$ cat src/rtl/seg7_scan_controller.sv
// -----------------------------------------------------------------------------
// seg7_scan_controller
//
// Time-multiplexing scheduler for an 8-digit seven-segment display.
//
// The controller owns one 32-bit display word, which is 8 hex nibbles. It
// scans the word one digit per refresh slot. For each slot it feeds the
// selected nibble and the digit index into the downstream combinational
// decoder.
//
// Each slot opens with an optional blanking interval to prevent ghosting.
// A digit whose enable bit is low stays blanked for its whole slot.
//
// New words arrive over a valid/ready handshake. Only one word can be pending
// at a time. A pending word is promoted to the displayed word at a frame
// boundary, so every digit of a frame comes from the same word.
//
// Ports
//   clk           in   1   system clock, rising edge
//   reset         in   1   synchronous, active-high reset
//   load_valid    in   1   load_data is valid
//   load_ready    out  1   controller can accept a word (pending slot empty)
//   load_data     in   32  display word; nibble k -> digit k
//   digit_en      in   8   per-digit enable; 0 blanks that digit for its slot
//   digit_nibble  out  4   nibble of the currently selected digit
//   digit_sel     out  3   currently scanned digit index
//   blank         out  1   1 = force all anodes/segments off
//   frame_done    out  1   1-cycle pulse on the last cycle of the last slot
// -----------------------------------------------------------------------------
module seg7_scan_controller #(
  parameter int REFRESH_DIV = 100000,  // clk cycles per digit slot, >= 2
  parameter int BLANK_CYC   = 1000,    // blanked cycles at slot start, 0..REFRESH_DIV-1
  parameter int N_DIGITS    = 8        // digits scanned, 1..8
) (
  input  logic        clk,
  input  logic        reset,
  input  logic        load_valid,
  output logic        load_ready,
  input  logic [31:0] load_data,
  input  logic [7:0]  digit_en,
  output logic [3:0]  digit_nibble,
  output logic [2:0]  digit_sel,
  output logic        blank,
  output logic        frame_done
);

  localparam int               DIV_W    = (REFRESH_DIV > 1) ? $clog2(REFRESH_DIV) : 1;
  localparam logic [DIV_W-1:0] DIV_LAST = DIV_W'(REFRESH_DIV - 1);
  localparam logic [2:0]       SEL_LAST = 3'(N_DIGITS - 1);

  // Phase within a slot: the blanking prefix, then the visible remainder.
  typedef enum logic {
    ST_BLANK = 1'b0,
    ST_SHOW  = 1'b1
  } slot_state_t;

  // ---------------------------------------------------------------------------
  // State
  // ---------------------------------------------------------------------------
  logic [DIV_W-1:0] div_cnt_reg;
  logic [DIV_W-1:0] div_cnt_next;
  logic [2:0]       digit_sel_reg;
  logic [2:0]       digit_sel_next;
  slot_state_t      state_reg;
  slot_state_t      state_next;

  // Enable bit of the digit being shown, captured together with the slot
  // state. This keeps blank a pure decode of flops.
  logic             en_ok_reg;
  logic             frame_done_reg;

  logic [31:0]      active_reg;
  logic [31:0]      pending_reg;
  logic             pending_valid_reg;

  logic             slot_wrap;
  logic             frame_end;
  logic             in_blank_next;

  // ---------------------------------------------------------------------------
  // Slot counter and digit index (next-state logic)
  // ---------------------------------------------------------------------------
  always_comb begin
    slot_wrap      = (div_cnt_reg == DIV_LAST);
    frame_end      = slot_wrap && (digit_sel_reg == SEL_LAST);
    div_cnt_next   = slot_wrap ? '0 : div_cnt_reg + 1'b1;
    digit_sel_next = digit_sel_reg;
    if (slot_wrap) begin
      // The digit index advances in the same cycle that the counter returns
      // to 0. It never reaches N_DIGITS.
      digit_sel_next = (digit_sel_reg == SEL_LAST) ? 3'd0 : digit_sel_reg + 3'd1;
    end
  end

  // Blanking prefix of the upcoming cycle. With no blanking configured, the
  // comparison would be constant-false, so it is elaborated away.
  generate
    if (BLANK_CYC == 0) begin : g_no_blank
      assign in_blank_next = 1'b0;
    end else begin : g_blank
      assign in_blank_next = (div_cnt_next < DIV_W'(BLANK_CYC));
    end
  endgenerate

  // ---------------------------------------------------------------------------
  // Slot FSM: next-state logic
  // ---------------------------------------------------------------------------
  always_comb begin
    state_next = in_blank_next ? ST_BLANK : ST_SHOW;
  end

  // ---------------------------------------------------------------------------
  // Slot FSM: state register (with the scan counters)
  // ---------------------------------------------------------------------------
  always_ff @(posedge clk) begin
    if (reset) begin
      state_reg      <= ST_BLANK;
      div_cnt_reg    <= '0;
      digit_sel_reg  <= 3'd0;
      en_ok_reg      <= 1'b0;
      frame_done_reg <= 1'b0;
    end else begin
      state_reg      <= state_next;
      div_cnt_reg    <= div_cnt_next;
      digit_sel_reg  <= digit_sel_next;
      en_ok_reg      <= digit_en[digit_sel_next];
      frame_done_reg <= (div_cnt_next == DIV_LAST) && (digit_sel_next == SEL_LAST);
    end
  end

  // ---------------------------------------------------------------------------
  // Word handshake and frame-boundary promotion
  //
  // load_ready is simply "pending slot empty". Because of that, a transfer and
  // a promotion can never both hit the pending register in the same cycle.
  // A word accepted on the boundary cycle itself waits a full frame.
  // ---------------------------------------------------------------------------
  always_ff @(posedge clk) begin
    if (reset) begin
      active_reg        <= 32'd0;
      pending_reg       <= 32'd0;
      pending_valid_reg <= 1'b0;
    end else begin
      if (frame_end && pending_valid_reg) begin
        active_reg        <= pending_reg;
        pending_valid_reg <= 1'b0;
      end else if (load_valid && !pending_valid_reg) begin
        pending_reg       <= load_data;
        pending_valid_reg <= 1'b1;
      end
    end
  end

  // ---------------------------------------------------------------------------
  // Nibble selection
  // ---------------------------------------------------------------------------
  logic [3:0] nibble_arr [8];

  generate
    for (genvar gi = 0; gi < 8; gi++) begin : g_nib
      assign nibble_arr[gi] = active_reg[4*gi +: 4];
    end
  endgenerate

  // ---------------------------------------------------------------------------
  // Outputs
  // ---------------------------------------------------------------------------
  always_comb begin
    digit_sel    = digit_sel_reg;
    digit_nibble = nibble_arr[digit_sel_reg];  // valid even while blanked
    blank        = (state_reg == ST_BLANK) || !en_ok_reg;
    load_ready   = !pending_valid_reg;
    frame_done   = frame_done_reg;
  end

endmodule
$ cat config.mk
export PLATFORM = sky130hd
export DESIGN_NAME = seg7_scan_controller
export DESIGN_NICKNAME = d
export VERILOG_FILES = /design/src/rtl/seg7_scan_controller.sv
export SDC_FILE = /design/constraint.sdc
export NUM_CORES = 1
export LEC_CHECK = 0
export ABC_CLOCK_PERIOD_IN_PS = 2500
export CAP_MARGIN = 20
export CORE_MARGIN = 1.5
export CORE_UTILIZATION = 40
export CTS_CLUSTER_SIZE = 8
export DETAILED_ROUTE_END_ITERATION = 10
export HOLD_SLACK_MARGIN = 0.06
export SYNTH_ARGS = -nofsm -noshare
export SYNTH_HDL_FRONTEND = slang
export SYNTH_SLANG_ARGS = --single-unit
$ cat constraint.sdc
create_clock -name clk -period 2.5 [get_ports clk]
set_clock_uncertainty 0.15 [all_clocks]
set_input_delay 0.25 -clock clk [delete_from_list [all_inputs] [get_ports clk]]
set_output_delay 0.25 -clock clk [all_outputs]
set_load 0.03 [all_outputs]
# Word level (Yosys, flattened, before mapping)
# Cells that the tools add are included.
# Widths: inputs -> output; s select.
# op_classes
n_reduce_logical,9
eq_ne,4
bitwise,3
n_addsub,2
n_mux,9
magnitude_cmp,3
# ops
cell,n
$eq 17x17->1 const B,2
$add 17x1->17 const B,1
$lt 17x10->1 const B,1
$mux 17,1
$bmux 4 s3,1
$mux 4,2
$eq 3x3->1 const B,2
$mux 3,2
$ge 4x4->1 const B,1
$logic_and 1x1->1,4
$lt 3x4->1 const B,1
$not 3->4,1
$add 3x1->3 const B,1
$bmux 1 s3,1
$logic_not 1->1,2
$mux 1,2
$not 1->1,2
$reduce_and 2->1,1
$reduce_or 2->1,1
$logic_or 1x1->1,1
# totals
ff_bits,88
word_cells,38

# Logic depth before layout (Yosys ltp)
# Gate-level depths: netlist of run 1.
# depth
word_depth,5
depth_mapped,9
ltp_nobuf,7

# Worst setup path before layout of run 1
# No wires, ideal clock.
# synth_path
kind,register to register
from,register div_cnt_reg[12]
to,register en_ok_reg
t_arrival_ps,2307
required_time_ps,2215
path_buffers,2
path_stages_with_launch,9
setup_time_ps,135
path_slack_ps,-92
path_cell_list,dfxtp_1 > buf_6 > or4_4 > or4_4 > buf_6 > nor2_4 > mux2_1 > a211oi_1 > o211ai_1
# synth_via
elab_chain_len,4
# synth_rtl
item,line,rtl
from (decl),60,logic [DIV_W-1:0] div_cnt_reg;
from (signal assigned),124,div_cnt_reg <= div_cnt_next;
$eq 17x17->1,84,slot_wrap = (div_cnt_reg == DIV_LAST);
$mux 3,88,if (slot_wrap) begin
$bmux 1 s3,126,en_ok_reg <= digit_en[digit_sel_next];
$mux 1 (not written as such),126,
to (signal assigned),126,
to (decl),69,logic en_ok_reg;
# Every way passes these cells. The select of a mux whose other input is x is not followed.
# A chain may end at the register's enable or synchronous reset.

# Final worst setup path of run 1
# Ends and elaborated chain as after synthesis.

==> metrics.yaml, run 1 <==
power:
  power_leakage_nw: 1.69
  p_int_mw: 1.93
  p_sw_mw: 0.635
  powerDensity_nw_per_um2: 528
  ir_worst_vdd_v: 0.000273
  total_power_mw: 2.56
  clock_power_share: 0.361
  power_frac_seq: 0.569
  comb_power_share: 0.071
  sw_frac_of_total: 0.248
synthesis:
  synth_edf_count: 0
  ys_warn_count: 0
  synth_nets: 527
  synthXorXnorAreaFrac: 0.0309
  synth_ff_type: "dfxtp_1"
  synth_mux_area_frac: 0.0737
  synthDistinctLibCells: 52
  synth_fa_ha_area_frac: 0.00945
  synth_top_family_by_area: "simple AND/OR/NAND/NOR gates"
  yosys_register_bits: 88
  yosysSeqAreaShare: 0.444
  avgSynthCellArea_sq_um: 8.25
  synth_compound_area_frac: 0.131
  synthSimpleGateAreaFrac: 0.260
  async_flop_share: 0
  syn_area_sq_um: 3970
  synthesis.instances: 481
grt:
  antenna_found_initial: 0
  grt_max_degree: 35
  grt_first_pass_wirelength_um: 15300
  track_usage: 0.187
  grt_pass1_vias: 3098
  grt-ovfl-total: 0
route:
  wl_per_cell_um: 13.8
  drt_iter0_drc: 157
  vias_per_cell: 5.10
  wl_um: 9270
  vias: 3419
  drc: 0
  ant_nets: 0
  dr.pass1.iters: 4
floorplanning:
  row_count: 36
  die_area_sq_um: 10500
  initial_core_util: 0.410
  die_h_um: 103
  core_sq_um: 9680
  die_w_um: 103
  ioPinCount: 53
outcome:
  status: "finished, final reports clean"
placement:
  portBuffers: 52
  dp_cells: 653
  gp_congestion: 0.927
  dp_hpwl_um: 6410
sta:
  holdWs_ps: 265
  timing.final.crit_period_ps: 2450
  min_period_over_period: 0.978
  slew_violations: 0
  hold_violations: 0
  worstMarginPinSlew_ps: 478
  fmax_mhz: 409
  rsz0062_at_grt: "true"
  fin_setup_tns_ps: 0
  setup_viol_count_final: 0
  slew_headroom: 0.681
critical_path:
  critical_path.max_fanout: 6
  cp-start-kind: "flip-flop"
  endpoint_kind: "flip-flop"
  critical_path_class: "flip-flop to flip-flop"
  critPathArrivalTime_ps: 2550
  critPathRequiredTime_ps: 2600
final_layout:
  fin_nets: 579
  n_fill_cell: 947
  layout_commonest_cell: "nand2_1"
  multi_input_area_sq_um: 2030
  drive_above_1_share: 0.136
  fin_cells: 671
  area_delta_synth_final_pct: 22.2
  antenna_cells: 0
  seq_area_sq_um: 1760
  layout_common_cells: "141 x nand2_1, 86 x dfxtp_1, 71 x a21oi_1"
clocking:
  clock_latency_ps: 370
  cts_tree: "yes"
  clk_pin_slew_ps: 90
  cts_buffers: 9
  cts.sinks: 88
  htree_levels: 3
  cts_root_buf: "clkbuf_8"
  cts_max_path_buffers: 2
min_path:
  hp-class: "input port to flip-flop"
flow_run:
  maxCapViolations: 0
[metal layers]
metal | up-vias | GRT usage | part of all wire
met1 | 1562 | 0.263 | 0.50
li1 | 1743 | - | -
met5 | - | 0 | 0
met2 | 100 | 0.279 | 0.43
met3 | 14 | 0.0386 | 0.054
met4 | 0 | 0.0780 | 0.020
[path summary, 6_finish.rpt]
path                                 startpoint             end  slack, ps  depth (start not counted)
worst min-delay path               load_data[8]  pending_reg[8]        260                          3
worst max register to register  div_cnt_reg[12]       en_ok_reg         50                          6
worst min register to register   active_reg[24]  active_reg[24]        300                          2
worst max-delay path            div_cnt_reg[12]       en_ok_reg         50                          6
[power groups by stage]
stage / logic, mW / clock network (mW) / registers [mW]
3_5_place_dp: 0.182 / 0 / 1.49
2_1_floorplan: 0.0894 / 0 / 1.48
4_1_cts: 0.185 / 0.962 / 1.46
3_3_place_gp: 0.181 / 0 / 1.49
5_1_grt: 0.202 / 1.02 / 1.46
6_report: 0.181 / 0.924 / 1.46
[final cells by class]
type / instances / area share
flip-flops and latches: 88 / 0.364
well taps: 133 / 0.0343
clock buffers: 11 / 0.0291
multi-input cells: 354 / 0.418
clock inverters: 5 / 0.00799
repair buffers: 75 / 0.143
inverters: 5 / 0.00387
[critical path, stage by stage, from the launching register on]
cell,delay [ps]
dfxtp_2,320
or4_4,560
or4_4,480
nor2_4,180
mux2_4,320
a211oi_2,220
o211ai_1,90
[synth_stat cells (all sizes together) (2+ instances only)]
| master | count | area share |
|---|---|---|
| a211oi | 2 | 0.0038 |
| xnor2 | 6 | 0.013 |
| or4 | 2 | 0.0057 |
| nor2 | 25 | 0.026 |
| a21oi | 71 | 0.090 |
| mux2i | 3 | 0.0076 |
| mux2 | 7 | 0.021 |
| nand4 | 10 | 0.016 |
| o211ai | 3 | 0.0057 |
| xor2 | 8 | 0.018 |
| nor3 | 10 | 0.014 |
| nor2b | 4 | 0.0063 |
| dfxtp | 88 | 0.44 |
| inv | 5 | 0.0047 |
| clkbuf | 25 | 0.031 |
| buf | 9 | 0.015 |
| nand2 | 142 | 0.13 |
| o21ai | 5 | 0.0063 |
| nand3 | 12 | 0.015 |
| and3 | 3 | 0.0050 |
| mux4 | 8 | 0.045 |
| and4 | 2 | 0.0044 |
| a31oi | 4 | 0.0063 |
| ha | 3 | 0.0095 |
| nand2b | 2 | 0.0032 |
| nor4 | 7 | 0.016 |
[per-stage QoR]
step                utilization  setup WS, ps  area, sq um
floorplan                     -         -81.7         3980
global placement          0.480          82.7         4650
detailed placement        0.480          40.6         4650
CTS                       0.500          7.68         4840
global route              0.501         -18.5         4850
finish                    0.501          54.7         4850
[what timing repair did]
item,CTS,global route
pin swaps,0,1
hold buffers,1,0
cloned,0,0
setup endpoints to repair,2,2
setup buffers,0,1
hold endpoints to repair,1,0
resized for setup,2,3
[kinds of logic (layout without fill, tap and decap cells)]
| group | count (synthesis) | after routing |
|---|---|---|
| adders and majority gates | 3 | 3 |
| muxes | 18 | 18 |
| and+or+nand+nor | 226 | 226 |
| AOI/OAI and AO/OA | 93 | 93 |
| xor gates and xnor gates | 14 | 14 |
| buffers and inverters | 39 | 96 |
| DFF | 88 | 88 |
No activity file was read; power rests on OpenSTA's default activity.
==> run 2: changes to the inputs <==
--- a/config.mk
+++ b/config.mk
@@ -7,7 +7,7 @@
 export LEC_CHECK = 0
 export ABC_CLOCK_PERIOD_IN_PS = 2500
 export CAP_MARGIN = 20
-export CORE_MARGIN = 1.5
+export CORE_MARGIN = 5
 export CORE_UTILIZATION = 40
 export CTS_CLUSTER_SIZE = 8
 export DETAILED_ROUTE_END_ITERATION = 10
==> run 2 against run 1 <==
Sequential share of layout area decreased by 0.32 points. Routed wire length is 4.1% higher. Die area is 14% higher. Register-to-register slack is essentially flat. Via count shrank 0.64%. Clock power rose by 22%. Non-clock buffer count is 2 lower. Core utilization increased by 0.18 points. Final cell count decreased by 0.30%. Fmax is 0.15% higher. Sequential cell count is the same.
==> metrics.yaml, run 2 (same netlist as run 1, synthesis figures left out) <==
final_layout:
  antenna_cells: 0  # unchanged
  area_delta_synth_final_pct: 23.2
  layout_common_cells: "141 x nand2_1, 87 x dfxtp_1, 71 x a21oi_1"
  fin_nets: 577  # -0.35%
  fin_cells: 669  # -0.30%
  layout_commonest_cell: "nand2_1"
  drive_above_1_share: 0.132  # -0.00323
sta:
  slew_headroom: 0.633  # -0.0480
  setup_viol_count_final: 0  # unchanged
  slew_violations: 0  # unchanged
  hold_violations: 0  # unchanged
  rsz0062_at_grt: "true"
  worstMarginPinSlew_ps: 549  # +71.2 ps
  timing.final.crit_period_ps: 2440  # -3.57 ps
  fmax_mhz: 410  # +0.15%
  min_period_over_period: 0.977  # -0.00143
  holdWs_ps: 86.9  # -178 ps
route:
  wl_um: 9660  # +4.1%
  vias: 3397  # -0.64%
  drc: 0  # unchanged
  drt_iter0_drc: 174  # +11%
  wl_per_cell_um: 14.4  # +4.5%
  dr.pass1.iters: 5  # +1
  vias_per_cell: 5.08  # -0.35%
  ant_nets: 0  # unchanged
power:
  ir_worst_vdd_v: 0.000300  # +10%
  powerDensity_nw_per_um2: 566  # +7.3%
  power_leakage_nw: 1.72  # +1.8%
  total_power_mw: 2.77  # +8.2%
clocking:
  htree_levels: 3  # unchanged
  cts_root_buf: "clkbuf_8"
  cts_buffers: 9  # unchanged
  cts.sinks: 88  # unchanged
  hold_buffers: 0  # -1
  cts_max_path_buffers: 2  # unchanged
  clk_pin_slew_ps: 90  # about the same
  clock_latency_ps: 360  # about the same
  cts_tree: "yes"
critical_path:
  critPathRequiredTime_ps: 2590  # about the same
  rr_startpoint: "div_cnt_reg[12]"
  reg2reg_to: "en_ok_reg"
  cp-start-kind: "flip-flop"
  r2r_cells: 6  # unchanged
  endpoint_kind: "flip-flop"
  critical_path.max_fanout: 6  # unchanged
  critPathArrivalTime_ps: 2530  # -20 ps
  critical_path_class: "flip-flop to flip-flop"
  ff2ff_setup_slack_ps: 60  # about the same
floorplanning:
  initial_core_util: 0.408  # -0.00190
  core_sq_um: 9730  # +0.47%
  die_w_um: 110  # +6.8%
  ioPinCount: 53  # unchanged
  row_count: 36  # unchanged
  die_h_um: 110  # +6.8%
  die_area_sq_um: 12000  # +14%
grt:
  antenna_found_initial: 0  # unchanged
  grt-ovfl-total: 0  # unchanged
  grt_max_degree: 36  # +2.9%
  track_usage: 0.176  # -0.0106
  grt_pass1_vias: 3317  # +7.1%
  grt_first_pass_wirelength_um: 16600  # +8.7%
min_path:
  hold_depth: 2  # -1
  hp-class: "input port to flip-flop"
  holdPathEnd: "div_cnt_reg[6]"
  min-delay-start: "reset"
outcome:
  status: "finished, final reports clean"
placement:
  gp_congestion: 0.839  # -9.6%
  dp_hpwl_um: 6690  # +4.3%
  portBuffers: 52  # unchanged
  dp_cells: 652  # -0.15%
flow_run:
  maxCapViolations: 0  # unchanged
[run 2: layer usage]
metal | track usage | vias up | wire length [um]
met5 | 0 | - | 0
met4 | 0.0721 | 0 | 127
met3 | 0.0329 | 10 | 464
met2 | 0.249 | 89 | 4100
met1 | 0.262 | 1549 | 4960
li1 | - | 1749 | -
[run 2: worst max path at each step]
stage	startpoint	end	slack, ps	cells after the start
2_1_floorplan	div_cnt_reg[12]	en_ok_reg	-80	8
3_3_place_gp	div_cnt_reg[12]	en_ok_reg	70	6
3_5_place_dp	div_cnt_reg[12]	en_ok_reg	50	6
4_1_cts	digit_sel[0]	digit_nibble[1]	20	4
5_1_grt	div_cnt_reg[12]	en_ok_reg	-30	7
6_report	div_cnt_reg[12]	en_ok_reg	60	6
[run 2: area by class of cell]
| class | count | area [sq um] |
|---|---|---|
| well taps | 133 | 166 |
| flip-flops and latches | 88 | 1760 |
| inverters | 5 | 18.8 |
| multi-input cells | 354 | 2040 |
| clock buffers | 10 | 128 |
| repair buffers | 73 | 678 |
| fillers | 1003 | 4840 |
| clock inverters | 6 | 97.6 |
[run 2: power breakdown]
part,switching (mW),internal (mW),total (mW)
combinational,0.0872,0.0946,0.182
sequential,0.0213,1.44,1.46
clock,0.550,0.582,1.13
[run 2: through the flow]
step,instance area (sq um),setup TNS (ps),util,setup slack [ps]
CTS,4870,0,0.500,22.8
finish,4890,0,0.503,58.2
floorplan,3980,-81.7,-,-81.7
global route,4890,-34.3,0.503,-34.3
global placement,4640,0,0.477,73.0
detailed placement,4640,0,0.477,50.4
[run 2: critical path: stages, from the launching register on]
cell and delay (ps):
dfxtp_1 320, or4_4 550, or4_4 480, nor2_4 190
mux2_4 320, a211oi_2 210, o211ai_1 90
[run 2: repair_timing]
action	4_1_cts	5_1_grt
endpoints found under the hold margin	0	0
pin swaps	0	1
setup buffers	0	1
gates resized for setup	2	4
endpoints found under the setup margin	2	5
cloned	0	0
==> run 3: changes to the inputs <==
--- a/config.mk
+++ b/config.mk
@@ -11,6 +11,7 @@
 export CORE_UTILIZATION = 40
 export CTS_CLUSTER_SIZE = 8
 export DETAILED_ROUTE_END_ITERATION = 10
+export GPL_TIMING_DRIVEN = 0
 export HOLD_SLACK_MARGIN = 0.06
 export SYNTH_ARGS = -nofsm -noshare
 export SYNTH_HDL_FRONTEND = slang
==> run 3 against run 2 <==
Global-route usage up 0.45 points. Sequential share of layout area down 0.22 points. Count of clock-buffer cells in the layout up 1. Final cell count up 3.0%. Fmax down 0.76%. Worst hold slack better by 190 ps. Die area unchanged. Via count up 1.7%. Total power down 3.3%. Critical path type unchanged.
==> metrics.yaml, run 3 (same netlist as run 1, synthesis figures left out) <==
floorplanning:
  die_w_um: 110  # unchanged
  row_count: 36  # unchanged
  initial_core_util: 0.408  # unchanged
  die_area_sq_um: 12000  # unchanged
  ioPinCount: 53  # unchanged
  core_sq_um: 9730  # unchanged
  die_h_um: 110  # unchanged
sta:
  fmax_mhz: 406  # -0.76%
  fin_setup_tns_ps: 0  # unchanged
  slew_headroom: 0.633  # -0.000723
  worstMarginPinSlew_ps: 551  # +1.84 ps
  hold_violations: 0  # unchanged
  rsz0062_at_grt: "true"
  timing.final.crit_period_ps: 2460  # +18.7 ps
  setup_viol_count_final: 0  # unchanged
  holdWs_ps: 277  # +191 ps
  final.setup.worst_slack_ps: 39.6  # -18.7 ps
  min_period_over_period: 0.984  # +0.00747
  slew_violations: 0  # unchanged
critical_path:
  critPathArrivalTime_ps: 2540  # about the same
  startpoint: "div_cnt_reg[11]"
  cp-start-kind: "flip-flop"
  critical_path_class: "flip-flop to flip-flop"
  critPathRequiredTime_ps: 2580  # about the same
  rr_startpoint: "div_cnt_reg[11]"
  ff2ff_setup_slack_ps: 40  # -20 ps
  endpoint_kind: "flip-flop"
  critical_path.max_fanout: 5  # -1
route:
  vias_per_cell: 5.01  # -1.3%
  ant_nets: 0  # unchanged
  wl_um: 10200  # +5.7%
  drc: 0  # unchanged
  vias: 3454  # +1.7%
  wl_per_cell_um: 14.8  # +2.6%
  drt_iter0_drc: 208  # +20%
  dr.pass1.iters: 4  # -1
clocking:
  cts_root_buf: "clkbuf_8"
  cts_tree: "yes"
  clk_pin_slew_ps: 90  # about the same
  cts_max_path_buffers: 2  # unchanged
  htree_levels: 3  # unchanged
  cts_buffers: 9  # unchanged
  cts.sinks: 88  # unchanged
  clock_latency_ps: 360  # about the same
final_layout:
  layout_common_cells: "141 x nand2_1, 82 x dfxtp_1, 71 x a21oi_1"
  layout_commonest_cell: "nand2_1"
  fin_nets: 597  # +3.5%
  area_delta_synth_final_pct: 25.0
  final_core_util: 0.510  # +0.00707
  antenna_cells: 0  # unchanged
  drive_above_1_share: 0.135  # +0.00243
min_path:
  hp-class: "input port to flip-flop"
  min-delay-start: "load_data[5]"
placement:
  gp_congestion: 0.926  # +10%
  dp_hpwl_um: 7390  # +10%
  pre_cts_ws_ps: -338  # -389 ps
  portBuffers: 52  # unchanged
power:
  powerDensity_nw_per_um2: 540  # -4.6%
  ir_worst_vdd_v: 0.000278  # -7.4%
  sw_frac_of_total: 0.242  # +0.00478
  power_frac_seq: 0.544  # +0.018
  total_power_mw: 2.68  # -3.3%
  p_int_mw: 2.03  # -3.9%
  p_sw_mw: 0.650  # -1.4%
  power_leakage_nw: 1.71  # -0.18%
  comb_power_share: 0.071  # +0.005
  clock_power_share: 0.386  # -0.022
grt:
  track_usage: 0.181  # +0.00451
  grt_pass1_vias: 3393  # +2.3%
  antenna_found_initial: 0  # unchanged
  grt_max_degree: 16  # -56%
  grt-ovfl-total: 0  # unchanged
  grt_first_pass_wirelength_um: 17000  # +1.9%
flow_run:
  maxCapViolations: 0  # unchanged
outcome:
  status: "finished, final reports clean"
-- run 3: layout make-up --
class	count	area, sq um
plain buffers	30	155
well taps	133	166
clock inverters	5	63.8
clock buffers	11	141
repair buffers	63	583
multi-input cells	354	2060
flip-flops and latches	88	1780
fillers	987	4770
inverters	5	18.8
-- run 3: metrics by stage --
step           cells  area [sq um]
3_5_place_dp     666          4670
5_1_grt          689          4960
3_3_place_gp     666          4670
2_1_floorplan    481          3980
4_1_cts          686          4920
6_report         689          4960
-- run 3: timing repair --
action,CTS,global route
setup endpoints to repair,48,48
hold buffers,0,0
gates resized for setup,21,17
setup buffers,8,3
pin swaps,7,4
-- run 3: worst paths after layout --
check / to / cells past startpoint
min: pending_reg[5] / 3
min reg2reg: active_reg[22] / 2
max: en_ok_reg / 6
max reg2reg: en_ok_reg / 6
-- run 3: power by group through the flow --
stage          logic [mW]  clock network (mW)  registers [mW]
2_1_floorplan      0.0894                   0            1.48
3_3_place_gp        0.185                   0            1.49
3_5_place_dp        0.187                   0            1.49
4_1_cts             0.189                1.07            1.46
5_1_grt             0.213                1.12            1.46
6_report            0.189                1.03            1.46
-- run 3: metal layers --
layer  up-vias  track usage  routed length (um)
li1       1783            -                   -
met1      1582        0.268                5250
met2        83        0.257                4370
met3         6       0.0311                 482
met4         0       0.0748                  92
met5         -            0                   0
-- run 3: critical path, cell delays in order, from the launching register on --
cell and delay (ps):
dfxtp_4 350, or4_4 550, or4_4 470, nor2_4 200, mux2_4 320, a211oi_2 170
o211ai_1 130
==> RTL change (config.mk and constraints of run 2) <==
The parameter `REFRESH_DIV` goes from 100000 to 50000.
--- a/src/rtl/seg7_scan_controller.sv
+++ b/src/rtl/seg7_scan_controller.sv
@@ -28,7 +28,7 @@
 //   frame_done    out  1   1-cycle pulse on the last cycle of the last slot
 // -----------------------------------------------------------------------------
 module seg7_scan_controller #(
-  parameter int REFRESH_DIV = 100000,  // clk cycles per digit slot, >= 2
+  parameter int REFRESH_DIV = 50000,  // clk cycles per digit slot, >= 2
   parameter int BLANK_CYC   = 1000,    // blanked cycles at slot start, 0..REFRESH_DIV-1
   parameter int N_DIGITS    = 8        // digits scanned, 1..8
 ) (
Behaviour: same outputs for any inputs over 10 cycles, from zero or initial values and one cycle with reset high; that may be too few to reach the edited logic, so the function may still have changed.
==> RTL change against run 2 <==
  * Synthesized area shrank 1.6%
  * Worst setup slack gained 57 ps
  * Cell count decreased by 1.5%
  * Wire length down 7.1%
  * Worst hold slack gained 200 ps
  * Non-clock buffer count down 3
  * Total power decreased by 2.8%
  * Design area shrank 1.9%
  * Count of clock-buffer cells in the layout unchanged
  * Core utilization decreased by 0.52 points
  * Sequential cell count decreased by 1
==> RTL change: results <==
export IMPL_grt_max_degree=76
export IMPL_drive_gt1_frac=0.1160
export IMPL_muxShareOfSynthArea=0.06793
export IMPL_synthFlopType="dfxtp_1"
export IMPL_pre_cts_ws_ps=102.0
export IMPL_cp_max_fo=14
export IMPL_grtUsageTotal=0.1633
export IMPL_worst_ep_arrival_time_ps=1980
export IMPL_clk_pin_slew_ps=90
export IMPL_drtIter0Drc=138
export IMPL_post_drt_wl_per_cell_microns=13.61
export IMPL_synthTopCellsByCount="143 x nand2_1, 87 x dfxtp_1, 72 x a21oi_1, 22 x nor2_1, 18 x clkbuf_1"
export IMPL_post_cts_buffers=0
export IMPL_cts_buffers=9
export IMPL_relSlewSlack=0.4768
export IMPL_nNetsFinal=568
export IMPL_syn_nets=520
export IMPL_ctsRootBufferMaster="clkbuf_8"
export IMPL_antenna_found_initial=0
export IMPL_yosys_area_share_xor_xnor=0.03140
export IMPL_io_buffers=52
export IMPL_ys_top_cells_by_area="dfxtp_1 45%, nand2_1 14%, a21oi_1 9.2%"
export IMPL_synthArstFlopShare=0
export IMPL_path_delay_family="multiplexers"
export IMPL_synth_compound_area_share=0.1371
export IMPL_clk_latency_ps=350
export IMPL_dr_pass1_iters=4
export IMPL_ys_types=47
export IMPL_slowest_stage="dfxtp_2"
export IMPL_hold_path_class="input pin to flip-flop"
export IMPL_placed_area_sq_mm=0.004558
export IMPL_via_count=3279
export IMPL_yosys_warnings=0
export IMPL_ir_drop_uv=281.8
export IMPL_slowest_delay_ps=410
export IMPL_p_leak_nw=1.669
export IMPL_dpl_hpwl_microns=6349
export IMPL_cts_max_level=3
export IMPL_clockBufferDepth=2
export IMPL_grt_pass1_vias=3174
export IMPL_synthAdderAreaFrac=0.01282
export IMPL_gp_congestion=0.8668
export IMPL_grt_pass1_wl_microns=15330
export IMPL_ys_seq_area_frac=0.4460
export IMPL_antenna_cells=0
export IMPL_status="completed"
## RTL change: cell types whose count changed after synthesis, moves of 3 or more
cell             run 2  this run
xnor2_1              6        11
buf_4                0         4
nand4b_1             0         3
clkbuf_8             3         0
nand4_1             10         5
o21ai_0              5        10
xor2_1               8         3
nand3_1             12         5
or4_1                0         3
clkbuf_1            22        18
## RTL change: cell type report
class / count / area, sq um
Timing Repair Buffer: 70 / 660.6
Clock inverter: 6 / 91.34
Sequential cell: 87 / 1744
Fill cell: 967 / 4842
Inverter: 7 / 26.28
Multi-Input combinational cell: 346 / 1981
Clock buffer: 10 / 127.6
Tap cell: 133 / 166.4
## RTL change: tightest hold or removal path, delay by kind of cell
kind                   cells  cell delay, ps
buffers and inverters      1             390
AO/OA/AOI/OAI              1              50
AND/OR/NAND/NOR            1              50
## RTL change: what timing repair did
action	CTS	global route
resized for setup	6	3
endpoints found under the setup margin	4	4
endpoints found under the hold margin	1	0
pin swaps	0	1
hold buffers	1	0
## RTL change: logic make-up after synthesis
kind of cell | count (synthesis)
adders and majority gates | 4
buffers and inverters | 40
and+or+nand+nor | 214
DFF | 87
AOI/OAI and AO/OA | 98
xor gates and xnor gates | 14
muxes | 16
## RTL change: worst paths after layout
check	endpoint	startpoint	slack, ps	depth (start not counted)
worst max-delay path	digit_nibble[1]	digit_sel[0]	120	4
worst min register to register	active_reg[9]	active_reg[9]	310	2
worst max register to register	en_ok_reg	div_cnt_reg[0]	170	7
worst min-delay path	pending_reg[14]	load_data[14]	280	3
## RTL change: stage by stage
step                      hold slack [ps]  cells  utilization  TNS (ps)
final                               282.2    659       0.4977         0
after global routing                260.4    659       0.4977    -42.87
after detailed placement            295.9    642       0.4729         0
after CTS                           266.6    659       0.4964         0
after global placement              297.0    642       0.4729         0
after floorplan                     183.3    473            -         0
## RTL change: per-layer routing
layer	wire (microns)	share of wire	vias to the layer above	track usage
li1	-	-	1710	-
met1	4503	0.50	1505	0.2385
met2	4025	0.45	55	0.2423
met3	354	0.039	9	0.03612
met4	89	0.0099	0	0.04509
met5	0	0	-	0
## RTL change: power breakdown
part,internal (mW),switching (mW),total (mW)
Sequential,1.42,0.0226,1.44
Combinational,0.0964,0.0834,0.180
Clock,0.570,0.500,1.07
